**config.mk**
```make
export PLATFORM = sky130hd
export DESIGN_NAME = inst_fetch_flat
export DESIGN_NICKNAME = d
export VERILOG_FILES = /design/src/rtl/core_pkg.sv /design/src/rtl/inst_fetch_if.sv /design/src/rtl/fetch_buf.sv /design/src/rtl/inst_fetch.sv /design/src/flat_wrapper.sv
export SDC_FILE = /design/constraint.sdc
export NUM_CORES = 1
export LEC_CHECK = 0
export ABC_AREA = 1
export BUFFER_PORTS_ARGS = -buffer_cell sky130_fd_sc_hd__buf_2
export CAP_MARGIN = 10
export CORE_UTILIZATION = 40
export CTS_CLUSTER_SIZE = 10
export DETAILED_ROUTE_END_ITERATION = 8
export GPL_ROUTABILITY_DRIVEN = 0
export GPL_TIMING_DRIVEN = 0
export SLEW_MARGIN = 5
export SYNTH_ARGS = -nofsm -noshare
export SYNTH_HDL_FRONTEND = slang
export SYNTH_SLANG_ARGS = --single-unit
```
**constraint.sdc**
```tcl
create_clock -name clk -period 2.1 [get_ports clk]
set_input_delay 0.21 -clock clk [delete_from_list [all_inputs] [get_ports clk]]
set_output_delay 0.21 -clock clk [all_outputs]
set_load 0.05 [all_outputs]
```
**src/rtl/core_pkg.sv**
```systemverilog
// Shared core definitions: word width, canonical NOP, fetch FSM states and a PC alignment helper.
package core_pkg;

  localparam int unsigned XLEN = 32;
  localparam logic [XLEN-1:0] INST_NOP = 32'h0000_0013;

  typedef enum logic [1:0] {
    IDLE = 2'd0,
    RUN  = 2'd1,
    OOB  = 2'd2
  } fetch_state_t;

  // Clear the two low address bits: fetch is word aligned only.
  function automatic logic [XLEN-1:0] align_word(input logic [XLEN-1:0] addr);
    return addr & {{(XLEN - 2){1'b1}}, 2'b00};
  endfunction

endpackage

```
**src/rtl/inst_fetch_if.sv**
```systemverilog
// Fetch front end bus: instruction-memory read port, redirect input and decode handshake.
interface inst_fetch_if;
  import core_pkg::*;

  logic            fetch_en;
  logic [XLEN-1:0] instaddr;
  logic [XLEN-1:0] inst_in;
  logic            redirect_valid;
  logic [XLEN-1:0] redirect_target;
  logic            out_valid;
  logic            out_ready;
  logic [XLEN-1:0] out_inst;
  logic [XLEN-1:0] out_pc;
  logic            fetch_oob;

  // Fetch unit side.
  modport master (
    input  fetch_en,
    input  inst_in,
    input  redirect_valid,
    input  redirect_target,
    input  out_ready,
    output instaddr,
    output out_valid,
    output out_inst,
    output out_pc,
    output fetch_oob
  );

  // Memory / decode / branch-resolution side.
  modport slave (
    output fetch_en,
    output inst_in,
    output redirect_valid,
    output redirect_target,
    output out_ready,
    input  instaddr,
    input  out_valid,
    input  out_inst,
    input  out_pc,
    input  fetch_oob
  );

endinterface

```
**src/rtl/fetch_buf.sv**
```systemverilog
// Small synchronous FIFO holding {pc, inst} entries between fetch and decode.
// Push and pop may coincide at any fill level; flush empties it on the next edge.
module fetch_buf #(
  parameter int unsigned  BUF_DEPTH = 2,
  parameter int unsigned  WIDTH     = 64,
  localparam int unsigned PW        = $clog2(BUF_DEPTH),
  localparam int unsigned CW        = PW + 1
) (
  input  logic             clk,
  input  logic             rst_n,
  input  logic             i_push,
  input  logic             i_pop,
  input  logic             i_flush,
  input  logic [WIDTH-1:0] i_data,
  output logic [WIDTH-1:0] o_head,
  output logic [CW-1:0]    o_count
);

  logic [WIDTH-1:0] r_mem [BUF_DEPTH];
  logic [PW-1:0]    r_wptr;
  logic [PW-1:0]    r_rptr;
  logic [CW-1:0]    r_count;

  // Entry storage: written at the tail on push, cleared by reset.
  always_ff @(posedge clk or negedge rst_n) begin
    if (!rst_n) begin
      for (int i = 0; i < BUF_DEPTH; i++) r_mem[i] <= '0;
    end else if (i_push && !i_flush) begin
      r_mem[r_wptr] <= i_data;
    end
  end

  // Pointers and occupancy; depth is a power of two so pointers wrap naturally.
  always_ff @(posedge clk or negedge rst_n) begin
    if (!rst_n) begin
      r_wptr  <= '0;
      r_rptr  <= '0;
      r_count <= '0;
    end else if (i_flush) begin
      r_wptr  <= '0;
      r_rptr  <= '0;
      r_count <= '0;
    end else begin
      if (i_push) r_wptr <= r_wptr + 1'b1;
      if (i_pop)  r_rptr <= r_rptr + 1'b1;
      case ({i_push, i_pop})
        2'b10:   r_count <= r_count + 1'b1;
        2'b01:   r_count <= r_count - 1'b1;
        default: r_count <= r_count;
      endcase
    end
  end

  // Head reads as zero while empty so decode never sees stale data.
  assign o_head  = (r_count != '0) ? r_mem[r_rptr] : '0;
  assign o_count = r_count;

endmodule

```
**src/rtl/inst_fetch.sv**
```systemverilog
// Instruction fetch front end: PC register, fetch FSM, push/redirect control and the
// fetch buffer toward decode. Memory returns the word for instaddr in the same cycle.
module inst_fetch
  import core_pkg::*;
#(
  parameter logic [XLEN-1:0] RESET_PC   = 32'h0000_0000,
  parameter int unsigned     IMEM_WORDS = 401,
  parameter int unsigned     BUF_DEPTH  = 2
) (
  input logic          clk,
  input logic          rst_n,
  inst_fetch_if.master bus
);

  localparam int unsigned     CW       = $clog2(BUF_DEPTH) + 1;
  localparam logic [XLEN-1:0] PC_LIMIT = XLEN'(IMEM_WORDS * 4);

  fetch_state_t    r_state;
  logic [XLEN-1:0] r_pc;
  logic            r_oob;

  logic [CW-1:0]     w_count;
  logic [2*XLEN-1:0] w_head;
  logic              w_out_valid;
  logic              w_pop;
  logic              w_room;
  logic              w_push;
  logic [XLEN-1:0]   w_tgt;
  logic              w_tgt_ok;
  logic [XLEN-1:0]   w_pc_inc;
  logic              w_at_end;

  // A redirect hides the head immediately; the flushed entries are never delivered.
  assign w_out_valid = (w_count != '0) & ~bus.redirect_valid;
  assign w_pop       = w_out_valid & bus.out_ready;
  // A same-cycle pop frees the slot, so a full buffer can still accept.
  assign w_room      = (w_count < CW'(BUF_DEPTH)) | w_pop;
  assign w_push      = (r_state == RUN) & bus.fetch_en & ~bus.redirect_valid & w_room;

  assign w_tgt    = align_word(bus.redirect_target);
  assign w_tgt_ok = w_tgt < PC_LIMIT;
  assign w_pc_inc = r_pc + XLEN'(4);
  assign w_at_end = w_pc_inc >= PC_LIMIT;

  fetch_buf #(
    .BUF_DEPTH (BUF_DEPTH),
    .WIDTH     (2 * XLEN)
  ) u_buf (
    .clk     (clk),
    .rst_n   (rst_n),
    .i_push  (w_push),
    .i_pop   (w_pop),
    .i_flush (bus.redirect_valid),
    .i_data  ({r_pc, bus.inst_in}),
    .o_head  (w_head),
    .o_count (w_count)
  );

  // PC: redirect wins, otherwise advance only when the fetched word was queued.
  always_ff @(posedge clk or negedge rst_n) begin
    if (!rst_n) begin
      r_pc <= RESET_PC;
    end else if (bus.redirect_valid) begin
      r_pc <= w_tgt;
    end else if (w_push) begin
      r_pc <= w_pc_inc;
    end
  end

  // Fetch FSM with fetch_oob registered alongside the state it mirrors.
  always_ff @(posedge clk or negedge rst_n) begin
    if (!rst_n) begin
      r_state <= IDLE;
      r_oob   <= 1'b0;
    end else begin
      case (r_state)
        IDLE: begin
          if (bus.fetch_en) r_state <= RUN;
        end
        RUN: begin
          if (bus.redirect_valid) begin
            if (!w_tgt_ok) begin
              r_state <= OOB;
              r_oob   <= 1'b1;
            end else if (!bus.fetch_en) begin
              r_state <= IDLE;
            end
          end else if (!bus.fetch_en) begin
            r_state <= IDLE;
          end else if (w_push && w_at_end) begin
            r_state <= OOB;
            r_oob   <= 1'b1;
          end
        end
        OOB: begin
          if (bus.redirect_valid && w_tgt_ok) begin
            r_state <= bus.fetch_en ? RUN : IDLE;
            r_oob   <= 1'b0;
          end
        end
        default: begin
          r_state <= IDLE;
          r_oob   <= 1'b0;
        end
      endcase
    end
  end

  assign bus.instaddr  = r_pc;
  assign bus.out_valid = w_out_valid;
  assign bus.out_pc    = w_head[2*XLEN-1:XLEN];
  assign bus.out_inst  = w_head[XLEN-1:0];
  assign bus.fetch_oob = r_oob;

endmodule
```
**src/flat_wrapper.sv**
```systemverilog
// flat-port wrapper written by rule: the top's interface ports become plain ports
module inst_fetch_flat import core_pkg::*;
#(
  parameter logic [XLEN-1:0] RESET_PC   = 32'h0000_0000,
  parameter int unsigned     IMEM_WORDS = 401,
  parameter int unsigned     BUF_DEPTH  = 2
)
  (clk, rst_n, bus_fetch_en, bus_inst_in, bus_redirect_valid, bus_redirect_target, bus_out_ready, bus_instaddr, bus_out_valid, bus_out_inst, bus_out_pc, bus_fetch_oob);
  inst_fetch_if bus_i ();
  input logic clk;
  input logic rst_n;
  input wire logic [$bits(bus_i.fetch_en)-1:0] bus_fetch_en;
  input wire logic [$bits(bus_i.inst_in)-1:0] bus_inst_in;
  input wire logic [$bits(bus_i.redirect_valid)-1:0] bus_redirect_valid;
  input wire logic [$bits(bus_i.redirect_target)-1:0] bus_redirect_target;
  input wire logic [$bits(bus_i.out_ready)-1:0] bus_out_ready;
  output wire logic [$bits(bus_i.instaddr)-1:0] bus_instaddr;
  output wire logic [$bits(bus_i.out_valid)-1:0] bus_out_valid;
  output wire logic [$bits(bus_i.out_inst)-1:0] bus_out_inst;
  output wire logic [$bits(bus_i.out_pc)-1:0] bus_out_pc;
  output wire logic [$bits(bus_i.fetch_oob)-1:0] bus_fetch_oob;
  assign bus_i.fetch_en = bus_fetch_en;
  assign bus_i.inst_in = bus_inst_in;
  assign bus_i.redirect_valid = bus_redirect_valid;
  assign bus_i.redirect_target = bus_redirect_target;
  assign bus_i.out_ready = bus_out_ready;
  assign bus_instaddr = bus_i.instaddr;
  assign bus_out_valid = bus_i.out_valid;
  assign bus_out_inst = bus_i.out_inst;
  assign bus_out_pc = bus_i.out_pc;
  assign bus_fetch_oob = bus_i.fetch_oob;
  inst_fetch #(.RESET_PC(RESET_PC), .IMEM_WORDS(IMEM_WORDS), .BUF_DEPTH(BUF_DEPTH)) u_core (.clk(clk), .rst_n(rst_n), .bus(bus_i));
endmodule
```
---- After elaboration in Yosys (flattened, before gate mapping) ----
Cells that the tools add are included.
storage, ports and cells
  register bits ........................... 167
  bits in latches ......................... 0
  RAM bits ................................ 0
  bits in read-only memories .............. 0
  output and inout bits ................... 98
  word-level logic and storage cells ...... 82
  memories ................................ 0
operators by class
  add/sub/neg operators ................... 5
  multipliers ............................. 0
  div/mod/pow operators ................... 0
  order comparisons ....................... 6
  eq/ne operators ......................... 11
  shifts and indexed selects .............. 0
  muxes and demuxes ....................... 30
  bitwise gates (word level) .............. 10
  reduce and logical (&&, ||, !) cells .... 12
operators with widths
  kind                     count
  $mux W64                 5
  $bwmux W128              1
  $demux W64 S1            1
  $mux W32                 2
  $add A32 B3 Y32 const B  1
  $ge A32 B11 Y1 const B   1
  $lt A32 B11 Y1 const B   1
  $mux W2                  8
  $mux W1                  10
  $ne A3 B3 Y1 const B     3
  $ne A4 B4 Y1 const B     2
  $pmux W2 S3              1
  $reduce_bool A2 Y1       3
  $and A1 B1 Y1            5
  $reduce_and A5 Y1        1
  $eq A2 B1 Y1 const B     2
  $eq A2 B2 Y1 const B     2
  $ge A2 B2 Y1 const B     2
  $logic_and A1 B1 Y1      4
  $not A1 Y2               2
  $pmux W2 S2              1
  $reduce_and A4 Y1        1
  $pmux W1 S3              1
  $reduce_bool A3 Y1       1
  11 further kinds         13

---- Longest topological paths before layout ----
  word-level depth ........................ 10
  depth in mapped cells ................... 18
  depth with buffers taken out ............ 18

---- Hierarchy ----
From an unflattened synthesis, not the netlist that was laid out.
unflattened totals
  cell total of the unflattened synthesis .. 1161
  area total of the unflattened synthesis .. 8607.0 µm²
by module, submodules not included
  module      instances  cells an instance  area each (µm²)
  fetch_buf   1          718                5893.2
  inst_fetch  1          443                2713.9

---- Worst setup path after synthesis ----
Ideal clock, no wire load.
  path type ............................... register -> register
  from .................................... register u_core.r_pc[2] (netlist: u_core.bus.instaddr[2])
  to ...................................... register u_core.r_oob (netlist: u_core.bus.fetch_oob)
  setup time .............................. 0.119 ns
  data arrival time ....................... 2.212 ns
  data required time ...................... 1.981 ns
  setup slack ............................. -0.232 ns
  cell stages (with the launch flop) ...... 17
  path buffers ............................ 0
  period minus slack after synthesis ...... 2.332 ns
  cells stage by stage .................... dfrtp_1 -> ha_1 -> nand2_1 -> nor2_4 -> nand2_2 -> inv_1 -> nand2_1 -> nand2_1 -> nand2_1 -> nor2_1 -> nand2_1 -> nor2_1 -> nand3_1 -> nand2_1 -> nand2_1 -> nand3_1 -> nand2_1
on the way
  word-level cells in the longest chain between the ends .. 5
ends and longest elaborated chain
  element                      RTL line           source
  start: declaration           inst_fetch.sv:19   logic [XLEN-1:0] r_pc;
  start signal: assignment     inst_fetch.sv:64   r_pc <= w_tgt;
  start signal: assignment     inst_fetch.sv:66   r_pc <= w_pc_inc;
  $add A32 B3 Y32              inst_fetch.sv:42   assign w_pc_inc = r_pc + XLEN'(4);
  $ge A32 B11 Y1               inst_fetch.sv:43   assign w_at_end = w_pc_inc >= PC_LIMIT;
  $logic_and A1 B1 Y1          inst_fetch.sv:90   end else if (w_push && w_at_end) begin
  $ne A3 B3 Y1 (no line)       -
  $reduce_and A5 Y1 (no line)  -
  end signal: assignment       inst_fetch.sv:92   r_oob <= 1'b1;
  end signal: assignment       inst_fetch.sv:98   r_oob <= 1'b0;
  end signal: assignment       inst_fetch.sv:103  r_oob <= 1'b0;
  end: declaration             inst_fetch.sv:20   logic r_oob;
Every way passes these cells.
A chain may end at the register's enable or synchronous reset.

---- Worst setup path after layout ----
  from .................................... register u_core.u_buf.r_rptr
  to ...................................... output bus_out_inst[12]
on the way
  word-level cells in the longest chain between the ends .. 5
ends and longest elaborated chain
  element                                       RTL line            source
  start: declaration                            fetch_buf.sv:21     logic [PW-1:0] r_rptr;
  start signal: assignment                      fetch_buf.sv:45     if (i_pop) r_rptr <= r_rptr + 1'b1;
  $not A1 Y2 (not written as such)              fetch_buf.sv:55     assign o_head = (r_count != '0) ? r_mem[r_rptr] : '0;
  $mux W64 (not written as such) (3 in series)  fetch_buf.sv:55
  $mux W64                                      fetch_buf.sv:55
  end: declaration                              flat_wrapper.sv:19  output wire logic [$bits(bus_i.out_inst)-1:0] bus_out_inst;
Every way passes these cells. The select of a mux whose other input is x is not followed.

==> impl_metrics.xml <==
<?xml version="1.0" encoding="UTF-8"?>
<metrics>
  <group name="global_routing">
    <metric name="grt_pass1_wl" unit="um">40900</metric>
    <metric name="pin_count_of_the_biggest_net_entering_global_routing" unit="">91</metric>
    <metric name="via_count_of_the_first_global_routing_pass" unit="">7747</metric>
    <metric name="global_route.usage.total" unit="%">24.7</metric>
    <metric name="number_of_antenna_violations_at_the_first_check_in_global_routing" unit="">0</metric>
    <metric name="grt_remaining_overflow" unit="">0</metric>
  </group>
  <group name="placement">
    <metric name="io_buffers" unit="">159</metric>
    <metric name="placedInstanceArea" unit="mm2">0.00948</metric>
    <metric name="pre_cts_ws" unit="ns">-0.293</metric>
    <metric name="place.detailed.hpwl" unit="um">18200</metric>
    <metric name="place.detailed.instances" unit="">1546</metric>
  </group>
  <group name="die">
    <metric name="row_count" unit="">52</metric>
    <metric name="io_pins" unit="">167</metric>
    <metric name="dieWidth" unit="um">146</metric>
    <metric name="floorplan.core_area" unit="mm2">0.0202</metric>
    <metric name="die_y" unit="um">146</metric>
    <metric name="effective_utilization_at_floorplan" unit="%">40.9</metric>
    <metric name="design.die.area" unit="mm2">0.0213</metric>
  </group>
  <group name="setup_path">
    <metric name="worstRegToRegCells" unit="">14</metric>
    <metric name="worst-path-max-fanout" unit="">10</metric>
    <metric name="end_kind" unit="">output port</metric>
    <metric name="worst_r2r_startpoint" unit="">u_core.bus.instaddr[2]$_DFFE_PN0N_</metric>
    <metric name="setup.worst_path.class" unit="">reg2out</metric>
    <metric name="worst_setup_path_start_kind" unit="">flip-flop</metric>
    <metric name="cp.arrival" unit="ns">1.84</metric>
    <metric name="worst-r2r-setup-slack" unit="ns">0.07</metric>
    <metric name="timing.critical_path.from" unit="">u_core.u_buf.r_rptr$_DFFE_PN0P_</metric>
    <metric name="reg2reg_to" unit="">u_core.bus.fetch_oob$_DFFE_PN0P_</metric>
    <metric name="worst_setup_path_endpoint" unit="">bus_out_inst[12]</metric>
    <metric name="worst_ep_required_time" unit="ns">1.89</metric>
  </group>
  <group name="synthesis">
    <metric name="synth.largest_area_cell" unit="">sky130_fd_sc_hd__dfrtp_1</metric>
    <metric name="list_of_most_frequent_post_synthesis_cells" unit="">sky130_fd_sc_hd__nand2_1 (397), sky130_fd_sc_hd__dfrtp_1 (161), sky130_fd_sc_hd__o21ai_0 (141), sky130_fd_sc_hd__inv_1 (102), sky130_fd_sc_hd__nor2_1 (65)</metric>
    <metric name="ys_async_sr_fraction" unit="%">100</metric>
    <metric name="post_synthesis_register_bit_count" unit="">161</metric>
    <metric name="synth_sequential_area_ratio" unit="%">48.7</metric>
    <metric name="synth_warnings" unit="">0</metric>
    <metric name="mappedNetlistArea" unit="mm2">0.00828</metric>
    <metric name="top_cells_by_area_in_the_synthesized_netlist" unit="">sky130_fd_sc_hd__dfrtp_1 (49%), sky130_fd_sc_hd__nand2_1 (18%), sky130_fd_sc_hd__o21ai_0 (8.5%)</metric>
    <metric name="synthDistinctLibCells" unit="">30</metric>
    <metric name="synth-edff-count" unit="">0</metric>
    <metric name="synthMostInstantiatedCell" unit="">sky130_fd_sc_hd__nand2_1</metric>
    <metric name="synthCells" unit="">1113</metric>
    <metric name="synthFlopType" unit="">sky130_fd_sc_hd__dfrtp_1</metric>
    <metric name="synth_top_area_share" unit="%">48.7</metric>
    <metric name="post_synth.cell_area_avg" unit="um2">7.44</metric>
  </group>
  <group name="final_layout">
    <metric name="fill_cells" unit="">2009</metric>
    <metric name="area_growth" unit="%">26.8</metric>
    <metric name="drive_above_1_share" unit="%">24.1</metric>
    <metric name="ant_cells" unit="">0</metric>
    <metric name="finish.net_count" unit="">1390</metric>
    <metric name="finalInstanceArea" unit="mm2">0.0105</metric>
    <metric name="count_of_non_filler_cells_in_the_finished_layout" unit="">1600</metric>
    <metric name="finish.utilization" unit="%">51.9</metric>
  </group>
  <group name="sta">
    <metric name="worstMarginPinSlew" unit="ns">0.685</metric>
    <metric name="fmax" unit="MHz">487</metric>
    <metric name="min_period_over_period" unit="%">97.8</metric>
    <metric name="timing.clock.skew" unit="ns">0.0124</metric>
    <metric name="worst_case_setup_margin_in_the_final_layout" unit="ns">0.0460</metric>
    <metric name="finalHoldViolCount" unit="">0</metric>
    <metric name="timing.final.crit_period" unit="ns">2.05</metric>
    <metric name="drv_slew" unit="">0</metric>
    <metric name="max-slew-margin-rel" unit="%">54.3</metric>
    <metric name="grt_setup_unrepaired" unit="">yes</metric>
    <metric name="setup-violations-final" unit="">0</metric>
  </group>
  <group name="clock_tree">
    <metric name="cts_inserted_buffers" unit="">17</metric>
    <metric name="cts-htree-levels" unit="">4</metric>
    <metric name="cts.root.buffer_cell" unit="">sky130_fd_sc_hd__clkbuf_16</metric>
    <metric name="clock-sinks" unit="">161</metric>
    <metric name="clkLatencyLatePin" unit="ns">0.44</metric>
    <metric name="cts_buffer_depth" unit="">2</metric>
    <metric name="worst_setup_hold_path_clk_slew" unit="ns">0.07</metric>
    <metric name="tritoncts" unit="">yes</metric>
  </group>
  <group name="routing">
    <metric name="detailed_router_s_first_iteration_violation_count" unit="">455</metric>
    <metric name="drt.antenna.violating_nets" unit="">0</metric>
    <metric name="routedWlPerCell" unit="um">15.9</metric>
    <metric name="first_pass_iteration_count_of_the_detailed_router" unit="">6</metric>
    <metric name="vias" unit="">8042</metric>
    <metric name="drt-total-wl" unit="um">25500</metric>
    <metric name="drc" unit="">0</metric>
    <metric name="vias_per_cell" unit="">5.03</metric>
  </group>
  <group name="power">
    <metric name="power.leakage" unit="uW">0.00523</metric>
    <metric name="power.clock.fraction" unit="%">20.5</metric>
    <metric name="power-per-cell-area" unit="mW/mm2">1430</metric>
    <metric name="comb_power_share" unit="%">46.1</metric>
    <metric name="power.ir.vdd_worst" unit="mV">0.658</metric>
    <metric name="power_report.internal_total" unit="uW">7730</metric>
    <metric name="netsw" unit="uW">7290</metric>
    <metric name="power.sequential.fraction" unit="%">33.4</metric>
    <metric name="swShare" unit="%">48.5</metric>
  </group>
  <group name="run">
    <metric name="drv.max_cap_violation_count" unit="">0</metric>
  </group>
  <group name="outcome">
    <metric name="status" unit="">completed</metric>
  </group>
  <group name="min_path">
    <metric name="timing.hold.worst.class" unit="">in2reg</metric>
    <metric name="timing.hold.worst.start" unit="">bus_redirect_target[5]</metric>
  </group>
</metrics>
## metrics by stage
| step | hold WS (ns) | power (uW) | TNS (ns) |
|---|---|---|---|
| after floorplan | -0.0856 | 9840 | -0.000522 |
| after global placement | 0.460 | 11500 | -299.54 |
| after detailed placement | 0.218 | 11600 | -26.61 |
| after CTS | 0.0141 | 14900 | 0 |
| after global routing | 0.0347 | 16000 | -0.525 |
| final | 0.0216 | 15000 | 0 |
## worst max-delay path, stage by stage, from the launching register on
cell	delay (ns)
sky130_fd_sc_hd__dfrtp_1	0.36
sky130_fd_sc_hd__clkbuf_4	0.23
sky130_fd_sc_hd__clkbuf_4	0.25
sky130_fd_sc_hd__nand2_1	0.06
sky130_fd_sc_hd__a21oi_1	0.20
sky130_fd_sc_hd__buf_2	0.30
## metal layers
layer	global-route usage, %	vias up	wire [um]	share of wire [%]
met1	34.9	3756	11600	45
li1	-	3993	-	-
met3	3.26	38	1470	5.8
met4	8.95	0	545	2.1
met5	0	-	0	0
met2	38.8	255	11900	47
## repair_timing
action / in CTS / in global routing
setup buffers: 10 / 11
hold buffers: 1 / 0
setup endpoints to repair: 219 / 206
gates resized for setup: 41 / 67
hold endpoints to repair: 71 / 0
pin swaps: 5 / 9
## placed cells by master, fill, tap and decap left out, drive strengths merged
master,count
nand2,406
buf,192
dfrtp,161
o21ai,147
inv,114
nor2,76
a21oi,64
clkbuf,64
nand3,32
a22oi,18
o221ai,11
nand4,6
xor2,6
clkinv,6
nor3,5
nor4,4
conb,4
ha,4
o211ai,3
a31oi,2
or2,1
o2111ai,1
o21a,1
clkinvlp,1
dlygate4sd3,1
## worst min path at each step
| stage | end | slack [ns] | cells past startpoint |
|---|---|---|---|
| 3_3_place_gp | u_core.bus.instaddr[5]$_DFFE_PN0N_ | 0.46 | 3 |
| 5_1_grt | u_core.bus.instaddr[5]$_DFFE_PN0N_ | 0.03 | 3 |
| 2_1_floorplan | u_core.bus.fetch_oob$_DFFE_PN0P_ | -0.09 | 0 |
| 4_1_cts | u_core.bus.instaddr[18]$_DFFE_PN0N_ | 0.01 | 3 |
| 6_report | u_core.bus.instaddr[5]$_DFFE_PN0N_ | 0.02 | 3 |
| 3_5_place_dp | u_core.u_buf.r_mem[29]$_DFFE_PN0P_ | 0.22 | 1 |
## state kept, by name, summed over array words and instances, names as in the netlist
register	count
u_core.u_buf.r_mem	124
u_core.bus.fetch_oob	1
u_core.u_buf.r_rptr	1
u_core.u_buf.r_wptr	1
u_core.bus.instaddr	30
u_core.u_buf.o_count	2
u_core.r_state	2
## area by class of cell
cell class | count | area, um2 | share of cell area, %
Buffer | 58 | 334 | 3.18
Clock buffer | 17 | 425 | 4.05
Clock inverter | 15 | 160 | 1.53
Inverter | 106 | 398 | 3.79
Multi-Input combinational cell | 791 | 3730 | 35.5
Sequential cell | 161 | 4050 | 38.6
Tap cell | 270 | 338 | 3.22
Timing Repair Buffer | 182 | 1060 | 10.1
## logic make-up after synthesis
family | share of synthesized area [%]
xor gates and xnor gates | 0.635
buffers and inverters | 7.89
and+or+nand+nor | 25.8
DFF | 48.7
other | 0.0453
AOI/OAI and AO/OA | 16.3
adders and majority gates | 0.605
## power by group through the flow
stage          logic [uW]  clock network (uW)  registers (uW)
4_1_cts              6810                3140            4980
2_1_floorplan        4600                   0            5240
3_3_place_gp         6520                   0            5000
6_report             6930                3090            5010
3_5_place_dp         6590                   0            5030
5_1_grt              7550                3250            5160
No activity file was read; power rests on OpenSTA's default activity.
